--- src/rtl/ctrl_pkg.sv ---
// ============================================================================
// Module   : ctrl_pkg
// Brief    : Opcodes, control-word layout and the opcode decode table.
// Revision : 1.0
// ============================================================================
`default_nettype none

package ctrl_pkg;

    localparam int CTRL_W = 13;
    typedef logic [CTRL_W-1:0] ctrl_t;

    typedef struct packed {
        logic  illegal;
        ctrl_t ctrl;
    } dec_t;

    localparam logic [3:0] OP_NOP  = 4'b0000;
    localparam logic [3:0] OP_MIN  = 4'b0001;
    localparam logic [3:0] OP_ST   = 4'b0011;
    localparam logic [3:0] OP_ADD  = 4'b0100;
    localparam logic [3:0] OP_INC  = 4'b0101;
    localparam logic [3:0] OP_NEG  = 4'b0110;
    localparam logic [3:0] OP_SUB  = 4'b0111;
    localparam logic [3:0] OP_J    = 4'b1000;
    localparam logic [3:0] OP_BRZ  = 4'b1001;
    localparam logic [3:0] OP_JM   = 4'b1010;
    localparam logic [3:0] OP_BRN  = 4'b1011;
    localparam logic [3:0] OP_LD   = 4'b1110;
    localparam logic [3:0] OP_SVPC = 4'b1111;

    localparam int CB_ALUOP_LSB = 10;
    localparam int CB_USEIMM    = 9;
    localparam int CB_MEMREAD   = 8;
    localparam int CB_MEMWRITE  = 7;
    localparam int CB_REGWRITE  = 6;
    localparam int CB_MEMTOREG  = 5;
    localparam int CB_PCTOREG   = 4;
    localparam int CB_BRZ       = 3;
    localparam int CB_BRN       = 2;
    localparam int CB_JUMP      = 1;
    localparam int CB_JUMPMEM   = 0;

    localparam logic [2:0] ALU_ADD   = 3'b000;
    localparam logic [2:0] ALU_INC   = 3'b001;
    localparam logic [2:0] ALU_NOP   = 3'b010;
    localparam logic [2:0] ALU_SUB   = 3'b101;
    localparam logic [2:0] ALU_NEG   = 3'b110;
    localparam logic [2:0] ALU_PASSA = 3'b111;

    localparam ctrl_t M_USEIMM   = ctrl_t'(1) << CB_USEIMM;
    localparam ctrl_t M_MEMREAD  = ctrl_t'(1) << CB_MEMREAD;
    localparam ctrl_t M_MEMWRITE = ctrl_t'(1) << CB_MEMWRITE;
    localparam ctrl_t M_REGWRITE = ctrl_t'(1) << CB_REGWRITE;
    localparam ctrl_t M_MEMTOREG = ctrl_t'(1) << CB_MEMTOREG;
    localparam ctrl_t M_PCTOREG  = ctrl_t'(1) << CB_PCTOREG;
    localparam ctrl_t M_BRZ      = ctrl_t'(1) << CB_BRZ;
    localparam ctrl_t M_BRN      = ctrl_t'(1) << CB_BRN;
    localparam ctrl_t M_JUMP     = ctrl_t'(1) << CB_JUMP;
    localparam ctrl_t M_JUMPMEM  = ctrl_t'(1) << CB_JUMPMEM;

    localparam ctrl_t NOP_CTRL = ctrl_t'(ALU_NOP) << CB_ALUOP_LSB;

    function automatic ctrl_t alu_word(input logic [2:0] alu);
        return ctrl_t'(alu) << CB_ALUOP_LSB;
    endfunction

    function automatic dec_t decode(input logic [3:0] op);
        dec_t d;
        d.illegal = 1'b0;
        d.ctrl    = NOP_CTRL;
        case (op)
            OP_NOP:         d.ctrl = NOP_CTRL;
            OP_SVPC:        d.ctrl = alu_word(ALU_ADD) | M_USEIMM | M_REGWRITE | M_PCTOREG;
            OP_LD:          d.ctrl = alu_word(ALU_ADD) | M_MEMREAD | M_REGWRITE | M_MEMTOREG;
            OP_ST:          d.ctrl = alu_word(ALU_ADD) | M_MEMWRITE;
            OP_ADD:         d.ctrl = alu_word(ALU_ADD) | M_REGWRITE;
            OP_INC:         d.ctrl = alu_word(ALU_INC) | M_REGWRITE;
            OP_NEG:         d.ctrl = alu_word(ALU_NEG) | M_REGWRITE;
            OP_SUB, OP_MIN: d.ctrl = alu_word(ALU_SUB) | M_REGWRITE;
            OP_J:           d.ctrl = alu_word(ALU_PASSA) | M_JUMP;
            OP_JM:          d.ctrl = alu_word(ALU_PASSA) | M_MEMREAD | M_JUMPMEM;
            OP_BRZ:         d.ctrl = alu_word(ALU_PASSA) | M_BRZ;
            OP_BRN:         d.ctrl = alu_word(ALU_PASSA) | M_BRN;
            default: begin
                d.ctrl    = NOP_CTRL;
                d.illegal = 1'b1;
            end
        endcase
        return d;
    endfunction

endpackage

`default_nettype wire

--- src/rtl/ctrl_decode.sv ---
// ============================================================================
// Module   : ctrl_decode
// Brief    : Combinational ID-stage opcode to control-word decoder.
// Revision : 1.0
// ============================================================================
`default_nettype none

module ctrl_decode
    import ctrl_pkg::*;
#(
    parameter int OPW = 4,
    parameter int CW  = 13
) (
    input  logic [OPW-1:0] i_opcode,
    output logic [CW-1:0]  o_ctrl,
    output logic           o_illegal
);

    logic w_hi_bits;
    dec_t w_dec;

    // Opcode bits above the 4-bit operation field must all be zero.
    generate
        if (OPW > 4) begin : g_wide
            assign w_hi_bits = |i_opcode[OPW-1:4];
        end else begin : g_narrow
            assign w_hi_bits = 1'b0;
        end
    endgenerate

    assign w_dec     = decode(i_opcode[3:0]);
    assign o_ctrl    = w_hi_bits ? NOP_CTRL : w_dec.ctrl;
    assign o_illegal = w_hi_bits | w_dec.illegal;

endmodule

`default_nettype wire

--- src/rtl/ctrl_pipe_unit.sv ---
// ============================================================================
// Module   : ctrl_pipe_unit
// Brief    : Pipelined control unit: ID decode, EX/MEM/WB control registers,
//            load-use stall and redirect flush. CTRL_PERF_EN adds counters.
// Revision : 1.0
// ============================================================================
`default_nettype none

module ctrl_pipe_unit
    import ctrl_pkg::*;
#(
    parameter int OPW  = 4,
    parameter int RAW  = 6,
    parameter int CW   = 13,
    parameter int CNTW = 16
) (
    input  logic           clk,
    input  logic           rst_n,
    input  logic           id_valid,
    input  logic [OPW-1:0] id_opcode,
    input  logic [RAW-1:0] id_rs,
    input  logic [RAW-1:0] id_rt,
    input  logic [RAW-1:0] id_rd,
    input  logic           ex_redirect,
    output logic           stall_o,
    output logic           flush_o,
    output logic [CW-1:0]  ex_ctrl,
    output logic [CW-1:0]  mem_ctrl,
    output logic [CW-1:0]  wb_ctrl,
    output logic [RAW-1:0] ex_rd,
    output logic [RAW-1:0] mem_rd,
    output logic [RAW-1:0] wb_rd,
    output logic           ex_valid,
    output logic           mem_valid,
    output logic           wb_valid,
    output logic           illegal_o
`ifdef CTRL_PERF_EN
    ,
    output logic [CNTW-1:0] stall_cnt,
    output logic [CNTW-1:0] flush_cnt
`endif
);

    generate
        if (CW != CTRL_W || OPW < 4 || CNTW < 1) begin : g_bad_param
            $error("ctrl_pipe_unit: unsupported parameter set");
        end
    endgenerate

    logic [CW-1:0]  w_dec_ctrl;
    logic           w_dec_illegal;
    logic           w_load_use;
    logic           w_bubble;

    logic [CW-1:0]  r_ex_ctrl, r_mem_ctrl, r_wb_ctrl;
    logic [RAW-1:0] r_ex_rd, r_mem_rd, r_wb_rd;
    logic           r_ex_valid, r_mem_valid, r_wb_valid;
    logic           r_ex_illegal;

    ctrl_decode #(
        .OPW (OPW),
        .CW  (CW)
    ) u_decode (
        .i_opcode  (id_opcode),
        .o_ctrl    (w_dec_ctrl),
        .o_illegal (w_dec_illegal)
    );

    // A load in EX whose destination feeds either ID source; r0 is never a producer.
    assign w_load_use = r_ex_valid && r_ex_ctrl[CB_MEMREAD] && id_valid &&
                        (r_ex_rd != '0) && ((r_ex_rd == id_rs) || (r_ex_rd == id_rt));

    assign flush_o  = rst_n & ex_redirect;
    assign stall_o  = rst_n & w_load_use & ~ex_redirect;
    assign w_bubble = ex_redirect | w_load_use | ~id_valid;

    always_ff @(posedge clk or negedge rst_n) begin
        if (!rst_n) begin
            r_ex_ctrl    <= NOP_CTRL;
            r_mem_ctrl   <= NOP_CTRL;
            r_wb_ctrl    <= NOP_CTRL;
            r_ex_rd      <= '0;
            r_mem_rd     <= '0;
            r_wb_rd      <= '0;
            r_ex_valid   <= 1'b0;
            r_mem_valid  <= 1'b0;
            r_wb_valid   <= 1'b0;
            r_ex_illegal <= 1'b0;
        end else begin
            r_wb_ctrl   <= r_mem_ctrl;
            r_wb_rd     <= r_mem_rd;
            r_wb_valid  <= r_mem_valid;
            r_mem_ctrl  <= r_ex_ctrl;
            r_mem_rd    <= r_ex_rd;
            r_mem_valid <= r_ex_valid;
            if (w_bubble) begin
                r_ex_ctrl    <= NOP_CTRL;
                r_ex_rd      <= '0;
                r_ex_valid   <= 1'b0;
                r_ex_illegal <= 1'b0;
            end else begin
                r_ex_ctrl    <= w_dec_ctrl;
                r_ex_rd      <= id_rd;
                r_ex_valid   <= 1'b1;
                r_ex_illegal <= w_dec_illegal;
            end
        end
    end

    assign ex_ctrl   = r_ex_ctrl;
    assign mem_ctrl  = r_mem_ctrl;
    assign wb_ctrl   = r_wb_ctrl;
    assign ex_rd     = r_ex_rd;
    assign mem_rd    = r_mem_rd;
    assign wb_rd     = r_wb_rd;
    assign ex_valid  = r_ex_valid;
    assign mem_valid = r_mem_valid;
    assign wb_valid  = r_wb_valid;
    assign illegal_o = r_ex_illegal;

`ifdef CTRL_PERF_EN
    logic [CNTW-1:0] r_stall_cnt, r_flush_cnt;

    // Saturating event counters.
    always_ff @(posedge clk or negedge rst_n) begin
        if (!rst_n) begin
            r_stall_cnt <= '0;
            r_flush_cnt <= '0;
        end else begin
            if (stall_o && !(&r_stall_cnt)) begin
                r_stall_cnt <= r_stall_cnt + CNTW'(1);
            end
            if (flush_o && !(&r_flush_cnt)) begin
                r_flush_cnt <= r_flush_cnt + CNTW'(1);
            end
        end
    end

    assign stall_cnt = r_stall_cnt;
    assign flush_cnt = r_flush_cnt;
`else
    // Counter ports and registers are absent in this build.
`endif

endmodule

`default_nettype wire

--- config.mk ---
export PLATFORM = sky130hd
export DESIGN_NAME = ctrl_pipe_unit
export DESIGN_NICKNAME = d
export VERILOG_FILES = /design/src/rtl/ctrl_pkg.sv /design/src/rtl/ctrl_decode.sv /design/src/rtl/ctrl_pipe_unit.sv
export SDC_FILE = /design/constraint.sdc
export NUM_CORES = 1
export LEC_CHECK = 0
export BUFFER_PORTS_ARGS = -buffer_cell sky130_fd_sc_hd__buf_4
export CORE_MARGIN = 2
export CORE_UTILIZATION = 42
export DETAILED_ROUTE_END_ITERATION = 10
export HOLD_SLACK_MARGIN = 0.1
export MAX_ROUTING_LAYER = met4
export PLACE_DENSITY_LB_ADDON = 0.05
export SYNTH_ARGS = -nofsm -noshare
export SYNTH_HDL_FRONTEND = slang
export SYNTH_SLANG_ARGS = --single-unit
--- constraint.sdc ---
create_clock -name clk -period 1.4 [get_ports clk]
set_input_delay 0.21 -clock clk [delete_from_list [all_inputs] [get_ports clk]]
set_output_delay 0.21 -clock clk [all_outputs]
set_load 0.05 [all_outputs]
==> impl_table.tex <==
\begin{tabular}{lr}
\hline
Metric & Value \\
\hline
\multicolumn{2}{l}{\textbf{STA}} \\
Tcrit/Tclk final & 150.0\% \\
Highest achievable clock rate & 476.1 MHz \\
Total negative slack & -5.657 ns \\
Final Hold Vio Count & 0 \\
Tightest Pin Transition & 0.5260 ns \\
Setup slack after layout & -0.7006 ns \\
Min Clock Period, post-route & 2.101 ns \\
Number of setup violations in the final report & 22 \\
Unrepaired setup endpoints after global routing & yes \\
Max-slew headroom at the worst pin & 64.93\% \\
Skew final & 0.009016 ns \\
Max-slew violation count & 0 \\
\multicolumn{2}{l}{\textbf{Worst setup path}} \\
Terminus of the critical flop-to-flop path & ex\_ctrl[12] \\
Endpoint arrival time on the critical path & 1.89 ns \\
Worst reg2reg path depth & 8 \\
CP required & 1.19 ns \\
Critical R2R Launch & ex\_rd[0] \\
WS Path Type & reg2out \\
CP startpoint kind & flop \\
Crit path capture type & primary output \\
Peak fanout along the critical path & 4 \\
Setup slack on the worst flop-to-flop path & -0.35 ns \\
\multicolumn{2}{l}{\textbf{Finish}} \\
Total number of nets in the final design & 295 \\
Most common library cell in the layout ignoring fill and taps & buf\_4 \\
Layout cell share with drive strength beyond 1 & 64.96\% \\
Layout overhead on the synthesized area & 66.24\% \\
Storage cell area & 1465 um\^{}2 \\
Fill count & 341 \\
Highest-count cells in the layout ignoring fill and taps & 106 x buf\_4, 47 x dfrtp\_1, 10 x xnor2\_1, 10 x a21oi\_2, 10 x clkbuf\_8 \\
Fin util & 73.40\% \\
Area of the multi-input gates & 711.9 um\^{}2 \\
Number of diodes & 0 \\
\multicolumn{2}{l}{\textbf{Clocking}} \\
Clock tree from TritonCTS & built \\
Clock tree buffer depth & 2 \\
Total clock buffers created by CTS & 9 \\
Worst skew pair latency & 0.33 ns \\
Clock net sink count & 58 \\
Number of H-tree levels & 3 \\
Clock-pin slew reported for the worst setup and hold paths after clock tree synthesis & 0.06 ns \\
CTS Root Buffer Type & clkbuf\_8 \\
\multicolumn{2}{l}{\textbf{Die}} \\
Initial Utilization & 44.16\% \\
Floorplan Core Area & 4817 um\^{}2 \\
Overall die area & 5650 um\^{}2 \\
\# IOs & 89 \\
Die H & 75.17 um \\
Die Wd & 75.17 um \\
Placement Rows & 25 \\
\multicolumn{2}{l}{\textbf{Route}} \\
Sum of routed wire length over all layers & 5209 um \\
Via count & 1,615 \\
DRT iter0 DRCs & 46 \\
DRC violations left & 0 \\
Final ANT Viol Nets & 0 \\
WL/cell & 15.28 um \\
Vias/cell & 4.736 \\
Number of optimization iterations in the first detailed-route pass & 4 \\
\multicolumn{2}{l}{\textbf{Run status}} \\
Run status & finished, violations left \\
Violations in the final reports & negative setup slack \\
\multicolumn{2}{l}{\textbf{Global routing}} \\
Antenna violations before repair & 0 \\
Gr ovfl total & 0 \\
Aggregate global-route resource usage & 19.43\% \\
Via count of the first global-routing pass & 1,529 \\
Wire length of the first global-routing pass & 7486 um \\
Pin count of the biggest net entering global routing & 46 \\
\multicolumn{2}{l}{\textbf{Pwr}} \\
Total power per unit cell area & 1042 nW/um\^{}2 \\
Worst IR drop on VDD & 624.1 uV \\
Leakage power summed over all cells & 0.001696 uW \\
\multicolumn{2}{l}{\textbf{Synthesis}} \\
Number of distinct library cell variants in the gate-level netlist after synthesis & 33 \\
Area leader, netlist & dfrtp\_1 \\
Post-synthesis net count & 169 \\
Largest cells by area after synthesis & dfrtp\_1 65\%, xnor2\_1 5.4\%, a21oi\_2 4.1\%, dfstp\_2 3.7\%, a2111oi\_2 3.5\% \\
Post-synthesis area per instance & 14.87 um\^{}2 \\
Cell count after synthesis & 143 \\
Register bit total from synthesis & 58 \\
Count of warnings emitted by yosys & 0 \\
Post-Syn Area & 2127 um\^{}2 \\
Fraction of the yosys area taken by sequential cells & 68.41\% \\
Share of the synthesized area in the top cell type & 64.71\% \\
\multicolumn{2}{l}{\textbf{Run}} \\
Max-cap check violation count & 0 \\
\multicolumn{2}{l}{\textbf{Worst hold path}} \\
Min-Delay Path Depth & 3 \\
Startpoint of the tightest hold check path & id\_rd[3] \\
Worst min-delay path endpoint & ex\_rd[3] \\
Worst min-delay path class & in2reg \\
\multicolumn{2}{l}{\textbf{Place}} \\
IO buf count & 88 \\
Placer Congestion & 0.8744 \\
Detailed placement HPWL & 3577 um \\
\hline
\end{tabular}
[power by group]
part	switching, uW	internal [uW]
combinational	365	237
sequential	29.5	1730
clock	644	680
[Yosys cell counts, drive strengths merged]
cell type,n
nand3,3
clkbuf,2
o21ai,2
nor2,5
dfrtp,55
nand2,9
xnor2,13
a211oi,3
mux2,1
a22oi,1
and3,1
inv,4
o22a,2
or3,1
buf,9
o221ai,1
and2,1
nor4,1
a2111oi,6
dfstp,3
a21oi,12
nand2b,1
nor2b,2
nor4b,1
nand4,3
o22ai,1
[state kept, by name, summed over array words and instances, names as in the netlist]
name and flops:
ex_ctrl 12, ex_rd 6, ex_valid 1, illegal_o 1, mem_ctrl 12, mem_rd 6, mem_valid 1, wb_ctrl 12
wb_rd 6, wb_valid 1
[kinds of logic after synthesis]
kind of cell    after synthesis  share of synthesized area, %
simple gates                 28                         7.412
xor+xnor                     13                         5.353
flops                        58                         68.41
compound gates               28                         13.47
mux                           1                        0.5294
buf+inv                      15                         4.824
[routing by layer]
| layer | global-route usage, % | part of all wire (%) | vias up | wire length (um) |
|---|---|---|---|---|
| met2 | 27.58 | 48 | 79 | 2509 |
| met1 | 24.19 | 41 | 770 | 2152 |
| met3 | 6.292 | 7.3 | 17 | 382 |
| met5 | - | 0 | - | 0 |
| li1 | - | - | 749 | - |
| met4 | 11.70 | 3.1 | 0 | 164 |
[cell type report]
class	count	share of cell area, %
sequential	58	41.44
timing repair buffer	126	30.79
multi-input combinational	70	20.13
clock buffer	11	3.999
tap	67	2.371
clock inverter	5	0.8493
inverter	4	0.4246
[per-stage QoR]
step                      cells  cell area [um^2]  hold slack (ns)  power (uW)  worst slack (ns)
after global routing        341              3536           0.1028        3827           -0.7818
after floorplan             143              2173         -0.08559        2096           -0.6235
after detailed placement    312              3059           0.1937        2337           -0.3531
final                       341              3536           0.1115        3683           -0.7006
after global placement      312              3059           0.1915        2328           -0.2879
after CTS                   336              3358           0.1002        3693           -0.6267
[worst max-delay path by stage]
stage	start	end	slack (ns)
floorplan	ex_rd[2]	stall_o	-0.62
global placement	ex_rd[1]	stall_o	-0.29
detailed placement	ex_rd[1]	stall_o	-0.35
CTS	ex_rd[2]	stall_o	-0.63
global route	ex_rd[2]	stall_o	-0.78
finish	ex_rd[2]	stall_o	-0.70
[critical path, stage by stage, from the launching register on]
cell,delay [ns]
dfrtp_2,0.45
xnor2_1,0.19
nand4_1,0.15
o22a_1,0.27
nor4b_4,0.29
buf_6,0.20
[timing repair]
item | in CTS | in global routing
endpoints found under the hold margin | 58 | 0
setup buffers | 2 | 6
pin swaps | 8 | 18
setup endpoints to repair | 21 | 21
cloned | 1 | 1
resized for setup | 4 | 20
hold buffers | 5 | 0
(Power assumes the default switching activity.)
